### config.mk
export PLATFORM = sky130hd
export DESIGN_NAME = wide_add_sequencer_flat
export DESIGN_NICKNAME = d
export VERILOG_FILES = /design/src/rtl/wide_add_sequencer_if.sv /design/src/rtl/wide_add_sequencer.sv /design/src/flat_wrapper.sv
export SDC_FILE = /design/constraint.sdc
export NUM_CORES = 1
export LEC_CHECK = 0
export CAP_MARGIN = 10
export CORE_ASPECT_RATIO = 0.5
export CORE_UTILIZATION = 36
export DETAILED_ROUTE_END_ITERATION = 7
export SETUP_SLACK_MARGIN = 0.2
export SLEW_MARGIN = 20
export SYNTH_ARGS = -nofsm -noshare
export SYNTH_HDL_FRONTEND = slang
export SYNTH_SLANG_ARGS = --single-unit
### constraint.sdc
create_clock -name clk -period 2.65 [get_ports clk]
set_clock_uncertainty 0.1 [all_clocks]
set_input_delay 0.53 -clock clk [delete_from_list [all_inputs] [get_ports clk]]
set_output_delay 0.53 -clock clk [all_outputs]
set_load 0.005 [all_outputs]
### src/rtl/wide_add_sequencer_if.sv
// wide_add_sequencer_if: command, result and 32-bit adder signals of the wide add sequencer
interface wide_add_sequencer_if #(parameter int WORDS = 4) ();
  localparam int W = 32 * WORDS;
  logic in_valid;
  logic in_ready;
  logic op_sub;
  logic op_cin;
  logic [W-1:0] op_a;
  logic [W-1:0] op_b;
  logic [31:0] adder_a;
  logic [31:0] adder_b;
  logic adder_cin;
  logic [31:0] adder_sum;
  logic adder_cout;
  logic out_valid;
  logic out_ready;
  logic [W-1:0] res_sum;
  logic res_cout;
  logic res_overflow;
  logic res_zero;
  modport slave (
    input in_valid, op_sub, op_cin, op_a, op_b, adder_sum, adder_cout, out_ready,
    output in_ready, adder_a, adder_b, adder_cin, out_valid, res_sum, res_cout, res_overflow, res_zero
  );
  modport master (
    output in_valid, op_sub, op_cin, op_a, op_b, adder_sum, adder_cout, out_ready,
    input in_ready, adder_a, adder_b, adder_cin, out_valid, res_sum, res_cout, res_overflow, res_zero
  );
endinterface

### src/rtl/wide_add_sequencer.sv
// wide_add_sequencer: WORDS*32-bit add/sub by feeding one word per cycle through a shared 32-bit adder
module wide_add_sequencer #(
  parameter int WORDS = 4
) (
  input logic clk,
  input logic rst,
  wide_add_sequencer_if.slave bus
);
  localparam int W = 32 * WORDS;
  localparam int IW = $clog2(WORDS);
  typedef enum logic [1:0] {IDLE, RUN, DONE} state_t;
  state_t state;
  logic [W-1:0] a_r;
  logic [W-1:0] b_r;
  logic [IW-1:0] idx;
  logic carry;
  logic zero_acc;
  logic last;
  logic sum_zero;
  logic run;
  assign run = state == RUN;
  assign last = idx == IW'(WORDS - 1);
  assign sum_zero = bus.adder_sum == '0;
  assign bus.adder_a = run ? a_r[32*idx +: 32] : '0;
  assign bus.adder_b = run ? b_r[32*idx +: 32] : '0;
  assign bus.adder_cin = run ? carry : 1'b0;
  always_ff @(posedge clk) begin
    if (rst) begin
      state <= IDLE;
      bus.in_ready <= 1'b1;
      bus.out_valid <= 1'b0;
      a_r <= '0;
      b_r <= '0;
      idx <= '0;
      carry <= 1'b0;
      zero_acc <= 1'b0;
      bus.res_sum <= '0;
      bus.res_cout <= 1'b0;
      bus.res_overflow <= 1'b0;
      bus.res_zero <= 1'b0;
    end else begin
      case (state)
        IDLE: if (bus.in_valid) begin
          a_r <= bus.op_a;
          b_r <= bus.op_b ^ {W{bus.op_sub}};
          carry <= bus.op_sub | bus.op_cin;
          idx <= '0;
          zero_acc <= 1'b1;
          bus.in_ready <= 1'b0;
          state <= RUN;
        end
        RUN: begin
          bus.res_sum[32*idx +: 32] <= bus.adder_sum;
          carry <= bus.adder_cout;
          zero_acc <= zero_acc & sum_zero;
          idx <= idx + 1'b1;
          if (last) begin
            // Signed overflow from the top-word signs of A and the (possibly inverted) B
            bus.res_cout <= bus.adder_cout;
            bus.res_overflow <= (a_r[W-1] == b_r[W-1]) & (bus.adder_sum[31] != a_r[W-1]);
            bus.res_zero <= zero_acc & sum_zero;
            bus.out_valid <= 1'b1;
            state <= DONE;
          end
        end
        DONE: if (bus.out_ready) begin
          bus.out_valid <= 1'b0;
          bus.in_ready <= 1'b1;
          state <= IDLE;
        end
        default: state <= IDLE;
      endcase
    end
  end
endmodule

### src/flat_wrapper.sv
// flat-port wrapper written by rule: the top's interface ports become plain ports
module wide_add_sequencer_flat 
#(
  parameter int WORDS = 4
)
  (clk, rst, bus_in_valid, bus_op_sub, bus_op_cin, bus_op_a, bus_op_b, bus_adder_sum, bus_adder_cout, bus_out_ready, bus_in_ready, bus_adder_a, bus_adder_b, bus_adder_cin, bus_out_valid, bus_res_sum, bus_res_cout, bus_res_overflow, bus_res_zero);
  wide_add_sequencer_if #(.WORDS(WORDS)) bus_i ();
  input logic clk;
  input logic rst;
  input wire logic [$bits(bus_i.in_valid)-1:0] bus_in_valid;
  input wire logic [$bits(bus_i.op_sub)-1:0] bus_op_sub;
  input wire logic [$bits(bus_i.op_cin)-1:0] bus_op_cin;
  input wire logic [$bits(bus_i.op_a)-1:0] bus_op_a;
  input wire logic [$bits(bus_i.op_b)-1:0] bus_op_b;
  input wire logic [$bits(bus_i.adder_sum)-1:0] bus_adder_sum;
  input wire logic [$bits(bus_i.adder_cout)-1:0] bus_adder_cout;
  input wire logic [$bits(bus_i.out_ready)-1:0] bus_out_ready;
  output wire logic [$bits(bus_i.in_ready)-1:0] bus_in_ready;
  output wire logic [$bits(bus_i.adder_a)-1:0] bus_adder_a;
  output wire logic [$bits(bus_i.adder_b)-1:0] bus_adder_b;
  output wire logic [$bits(bus_i.adder_cin)-1:0] bus_adder_cin;
  output wire logic [$bits(bus_i.out_valid)-1:0] bus_out_valid;
  output wire logic [$bits(bus_i.res_sum)-1:0] bus_res_sum;
  output wire logic [$bits(bus_i.res_cout)-1:0] bus_res_cout;
  output wire logic [$bits(bus_i.res_overflow)-1:0] bus_res_overflow;
  output wire logic [$bits(bus_i.res_zero)-1:0] bus_res_zero;
  assign bus_i.in_valid = bus_in_valid;
  assign bus_i.op_sub = bus_op_sub;
  assign bus_i.op_cin = bus_op_cin;
  assign bus_i.op_a = bus_op_a;
  assign bus_i.op_b = bus_op_b;
  assign bus_i.adder_sum = bus_adder_sum;
  assign bus_i.adder_cout = bus_adder_cout;
  assign bus_i.out_ready = bus_out_ready;
  assign bus_in_ready = bus_i.in_ready;
  assign bus_adder_a = bus_i.adder_a;
  assign bus_adder_b = bus_i.adder_b;
  assign bus_adder_cin = bus_i.adder_cin;
  assign bus_out_valid = bus_i.out_valid;
  assign bus_res_sum = bus_i.res_sum;
  assign bus_res_cout = bus_i.res_cout;
  assign bus_res_overflow = bus_i.res_overflow;
  assign bus_res_zero = bus_i.res_zero;
  wide_add_sequencer #(.WORDS(WORDS)) u_core (.clk(clk), .rst(rst), .bus(bus_i));
endmodule
# Yosys cells after proc, flatten, opt, wreduce, memory -nomap -nowiden
# Cells that the tools add are included.
# word_totals
regBits	395
latch_bits	0
ram_bits	0
rom_bits	0
input_bits	295
out_inout_bits	198
word_cells	61
mem_count	0
# op_classes
n_addsub	2
mul	0
div	0
n_lt_le_gt_ge	0
eq_ne	8
shift	4
n_mux	20
bitwise_logic	4
reduce_logical	11
# op_table
cell	count
variable part select 128 x 8 -> 32 bit	2
bitwise mux 128 bit	1
variable shift 32 x 34 -> 128 bit (first input constant)	1
variable part select 32 x 34 -> 128 bit	1
bitwise XOR 128 bit	1
two-way mux 32 bit	2
negation 7 -> 34 bit	1
logical NOT 32 bit	1
AND reduction 3 bit	3
two-way mux 2 bit	4
one-hot mux 1 bit (2 select lines)	4
two-way mux 1 bit	7
one-hot mux 2 bit (3 select lines)	1
AND reduction 2 bit	3
nonzero test 2 bit	3
equality test 2 bit (second input constant)	2
!= test 2 bit (second input constant)	2
one-hot mux 2 bit (2 select lines)	1
adder 2 x 1 -> 2 bit (second input constant)	1
AND 1 bit	2
equality test 2 x 1 -> 1 bit (second input constant)	1
logical NOT 2 bit	1
!= test 2 x 1 -> 1 bit (second input constant)	1
equality test 1 bit	1
other kinds (2)	2

# Longest topological paths before layout
# logic_depth
word_depth	3
mapped_depth	9
ltp_nobuf	5

# Least setup slack after synthesis
# Ideal clock, no wire load.
# synth_timing
path_kind	reg-to-reg
from	register u_core.idx[0]
to	register u_core.bus.res_sum[66]
arrival_time_ns	1.974
required_ns	2.480
setup_slack_ns	0.506
stages_incl_launch_ff	9
n_path_buf	3
period_less_slack_ns	2.144
cell_sequence	dfxtp_1 buf_6 buf_2 inv_1 ha_1 nor3b_4 buf_6 nand3_1 a21oi_1
# synth_between
elab_chain_len	3
# synth_rtl
item	line_no	source
from (decl)	wide_add_sequencer.sv:15	logic [IW-1:0] idx;
from (signal assigned)	wide_add_sequencer.sv:56	idx <= idx + 1'b1;
negation 7 -> 34 bit (*)	wide_add_sequencer.sv:53	bus.res_sum[32*idx +: 32] <= bus.adder_sum;
variable part select 32 x 34 -> 128 bit / variable shift 32 x 34 -> 128 bit (equally long branches)	wide_add_sequencer.sv:53	
bitwise mux 128 bit (*)	wide_add_sequencer.sv:53	
to (signal, indexed assignment)	wide_add_sequencer.sv:53	
to (decl)	wide_add_sequencer_if.sv:23	output in_ready, adder_a, adder_b, adder_cin, out_valid, res_sum, res_cout, res_overflow, res_zero
# Mark *: on every way between the ends. The rest lies on a longest branch, timed or not.
# A chain may end at the register's enable or synchronous reset.

# Final worst setup path
# layout_timing
from	register u_core.idx[0]
to	output bus_adder_a[1]
# layout_between
elab_chain_len	2
# layout_rtl
item	line_no	source
variable part select 128 x 8 -> 32 bit	wide_add_sequencer.sv:24	assign bus.adder_a = run ? a_r[32*idx +: 32] : '0;
two-way mux 32 bit	wide_add_sequencer.sv:24	
to (decl)	flat_wrapper.sv:19	output wire logic [$bits(bus_i.adder_a)-1:0] bus_adder_a;
# No other way between the ends.

==> out/results.ini <==
[routing]
via_per_inst=5.03
detail_route.wl_per_cell_um=19.2
dr_total_vias=15400
postRouteAntennaNets=0
wl_um=58900
drtIter0Drc=1152
first_pass_iters=5
drc=0

[critical_path]
reg2reg_slack_ns=0.33
cp_data_arrival_time_ns=2.15
cp_data_required_time_ns=2.02
critPathKind=reg2out
crit_path_start_kind=register
cp_max_fo=7
cp-end-kind=primary output

[min_path]
min_path_type=in2reg

[logic_synthesis]
syn_area_um2=17200
async_reset_ff_frac=0
synthDistinctLibCells=39
avgSynthCellArea_um2=8.90
yosys_warnings=0
ys_seq_elements=395
syn_nets=2230
ys_dominant_reg_cell=dfxtp_1
synth_cells=1930
ys_seq_area_frac=0.460
synth_edf_count=0

[timing]
hold_ws_ns=0.298
finalHoldViolCount=0
rsz0062_at_grt=true
relSlewSlack=0.544
setup_slack_ns=-0.135
fin_crit_sh=1.05
worstMarginPinSlew_ns=0.677
min_period_ns=2.78
clock.fmax_mhz=359
slew_viol_final=0
setup_violations=46

[clocking]
cts_max_level=2
cts_hold_buf=0
clockBufferDepth=3
cts_buffers=38
cts.sinks=395
cts.clk_slew.worst_paths_ns=0.07
clk_latency_ns=0.54
cts-root-buf=clkbuf_16
tritoncts=done

[power]
pwr-share-seq=0.438
switching_share=0.259
power.internal_mw=10.9
power_frac_clock=0.390
p_comb_frac=0.172
p_switching_mw=3.83
power_mw=14.8
power.density_nw_per_um2=589
max-vdd-ir-drop_mv=0.393
cellLeakagePower_nw=8.89

[global_routing]
first_global_vias=14700
grt_max_degree=75
track_usage=0.233
overflow=0
grt_pass1_wl_um=88800
antenna_found_initial=7

[floorplanning]
fp.dieW_um=311
io_pins=493
rows=56
core_area_um2=46900
chipHeight_um=156
die_area_um2=48600
start_util=0.366

[layout]
drive_gt1_frac=0.156
final_cells=3069
synthToLayoutAreaGrowth_pct=45.9
fillers=4321
nets=2696

[placement]
place_inst=2953
dp_hpwl_um=40500
place_congestion=0.832
port_buffers=492
dp_slack_ns=0.150

[run]
maxCapViolCount=0

[status]
violations=negative setup slack
outcome=finished, violations left

area by class of cell:
class | count | area (um2) | share of cell area
flip-flops and latches | 395 | 7920 | 0.316
repair buffers | 608 | 6590 | 0.263
multi-input cells | 1350 | 8430 | 0.337
clock buffers | 51 | 1070 | 0.0427
well taps | 638 | 798 | 0.0319
diodes | 7 | 17.5 | 0.000699
clock inverters | 17 | 216 | 0.00864
inverters | 3 | 11.3 | 0.000450
layout by cell type (no fill, tap or decap), types with 4 or more instances in the layout:
master	Yosys	routed
clkdlybuf4s50_1	0	425
dfxtp_1	395	393
nand2_1	389	389
a21oi_1	262	262
nor2_1	135	135
nand3_1	134	134
xnor2_1	128	128
a211oi_1	128	128
buf_6	10	78
mux4_2	64	64
and2_4	0	58
buf_12	1	41
buf_4	34	40
clkbuf_16	0	38
buf_8	0	10
diode_2	0	7
and2_1	65	7
clkbuf_8	0	7
nor4_1	6	6
clkbuf_1	66	6
clkinv_2	0	6
buf_2	64	6
buf_16	0	5
nand3b_1	4	4
and3b_1	5	4
bufinv_16	0	4
synthesized netlist by cell type, drive strengths merged, types with 2 or more instances:
library cell,instances,area (um2)
nor4,6,37.5
clkbuf,71,280
and2,65,407
nor2,135,507
mux4,64,1440
a21oi,262,1310
a211oi,128,961
nor2b,2,12.5
and3b,5,43.8
dfxtp,395,7910
nand2b,3,18.8
nor3,2,10.0
buf,111,716
xnor2,128,1120
inv,3,11.3
nor3b,4,63.8
nand4,2,12.5
ha,5,62.6
o31ai,2,15.0
nand3,134,671
nand3b,4,30.0
o21ai,2,10.0
nand2,389,1460
per-layer routing:
| metal | routed length (um) | vias up | GRT usage |
|---|---|---|---|
| met2 | 29200 | 396 | 0.402 |
| met5 | 13 | - | 0 |
| met3 | 2510 | 117 | 0.0351 |
| met1 | 24800 | 7379 | 0.295 |
| met4 | 2330 | 2 | 0.0922 |
| li1 | - | 7533 | - |
worst paths after layout:
path / endpoint / from / cells after the start
max: bus_adder_a[1] / u_core.idx[0]$_SDFFE_PP0P_ / 7
min: u_core.bus.res_sum[5]$_SDFFE_PP0P_ / rst / 2
max reg2reg: u_core.bus.res_sum[115]$_SDFFE_PP0P_ / u_core.idx[0]$_SDFFE_PP0P_ / 10
min reg2reg: u_core.bus.res_sum[81]$_SDFFE_PP0P_ / u_core.bus.res_sum[81]$_SDFFE_PP0P_ / 2
stage by stage:
step	utilization	cell area [um2]	TNS, ns
3_3_place_gp	0.488	22900	0
2_1_floorplan	-	17200	0
6_report	0.534	25000	-2.18
3_5_place_dp	0.488	22900	0
5_1_grt	0.534	25000	-6.19
4_1_cts	0.526	24700	-3.38
flip-flops by register name (all words and copies together), names as in the netlist:
name	count
u_core.bus.res_overflow	1
u_core.bus.res_zero	1
u_core.idx	2
u_core.state	2
u_core.zero_acc	1
u_core.carry	1
u_core.bus.res_sum	128
u_core.a_r	128
u_core.bus.res_cout	1
u_core.bus.in_ready	1
u_core.b_r	128
u_core.bus.out_valid	1
critical path, cell delays in order (launching register included):
cell	delay, ns
dfxtp_4	0.38
buf_6	0.14
buf_12	0.12
buf_16	0.10
buf_12	0.12
mux4_2	0.50
and2_4	0.15
buf_6	0.10
power groups by stage:
stage / Clock (mW) / Combinational [mW] / Sequential, mW
floorplan: 0 / 1.29 / 6.53
detailed placement: 0 / 2.30 / 6.60
global placement: 0 / 2.27 / 6.60
finish: 5.76 / 2.54 / 6.47
global route: 6.13 / 2.74 / 6.50
CTS: 5.89 / 2.48 / 6.46
kinds of logic (layout without fill, tap and decap cells):
| family | after synthesis | in the layout | synth area share |
|---|---|---|---|
| AOI/OAI and AO/OA | 399 | 399 | 0.136 |
| xor gates and xnor gates | 128 | 128 | 0.0653 |
| adders and majority gates | 5 | 5 | 0.00364 |
| buffers and inverters | 185 | 679 | 0.0586 |
| DFF | 395 | 395 | 0.460 |
| muxes | 64 | 64 | 0.0839 |
| other | 0 | 7 | 0 |
| and+or+nand+nor | 754 | 754 | 0.192 |
timing repair:
action / in CTS / in global routing
pin swaps: 51 / 1
gates resized for setup: 354 / 68
endpoints found under the setup margin: 65 / 139
buffers inserted: 28 / 8
cloned: 5 / 0
No activity file was read; power rests on OpenSTA's default activity.
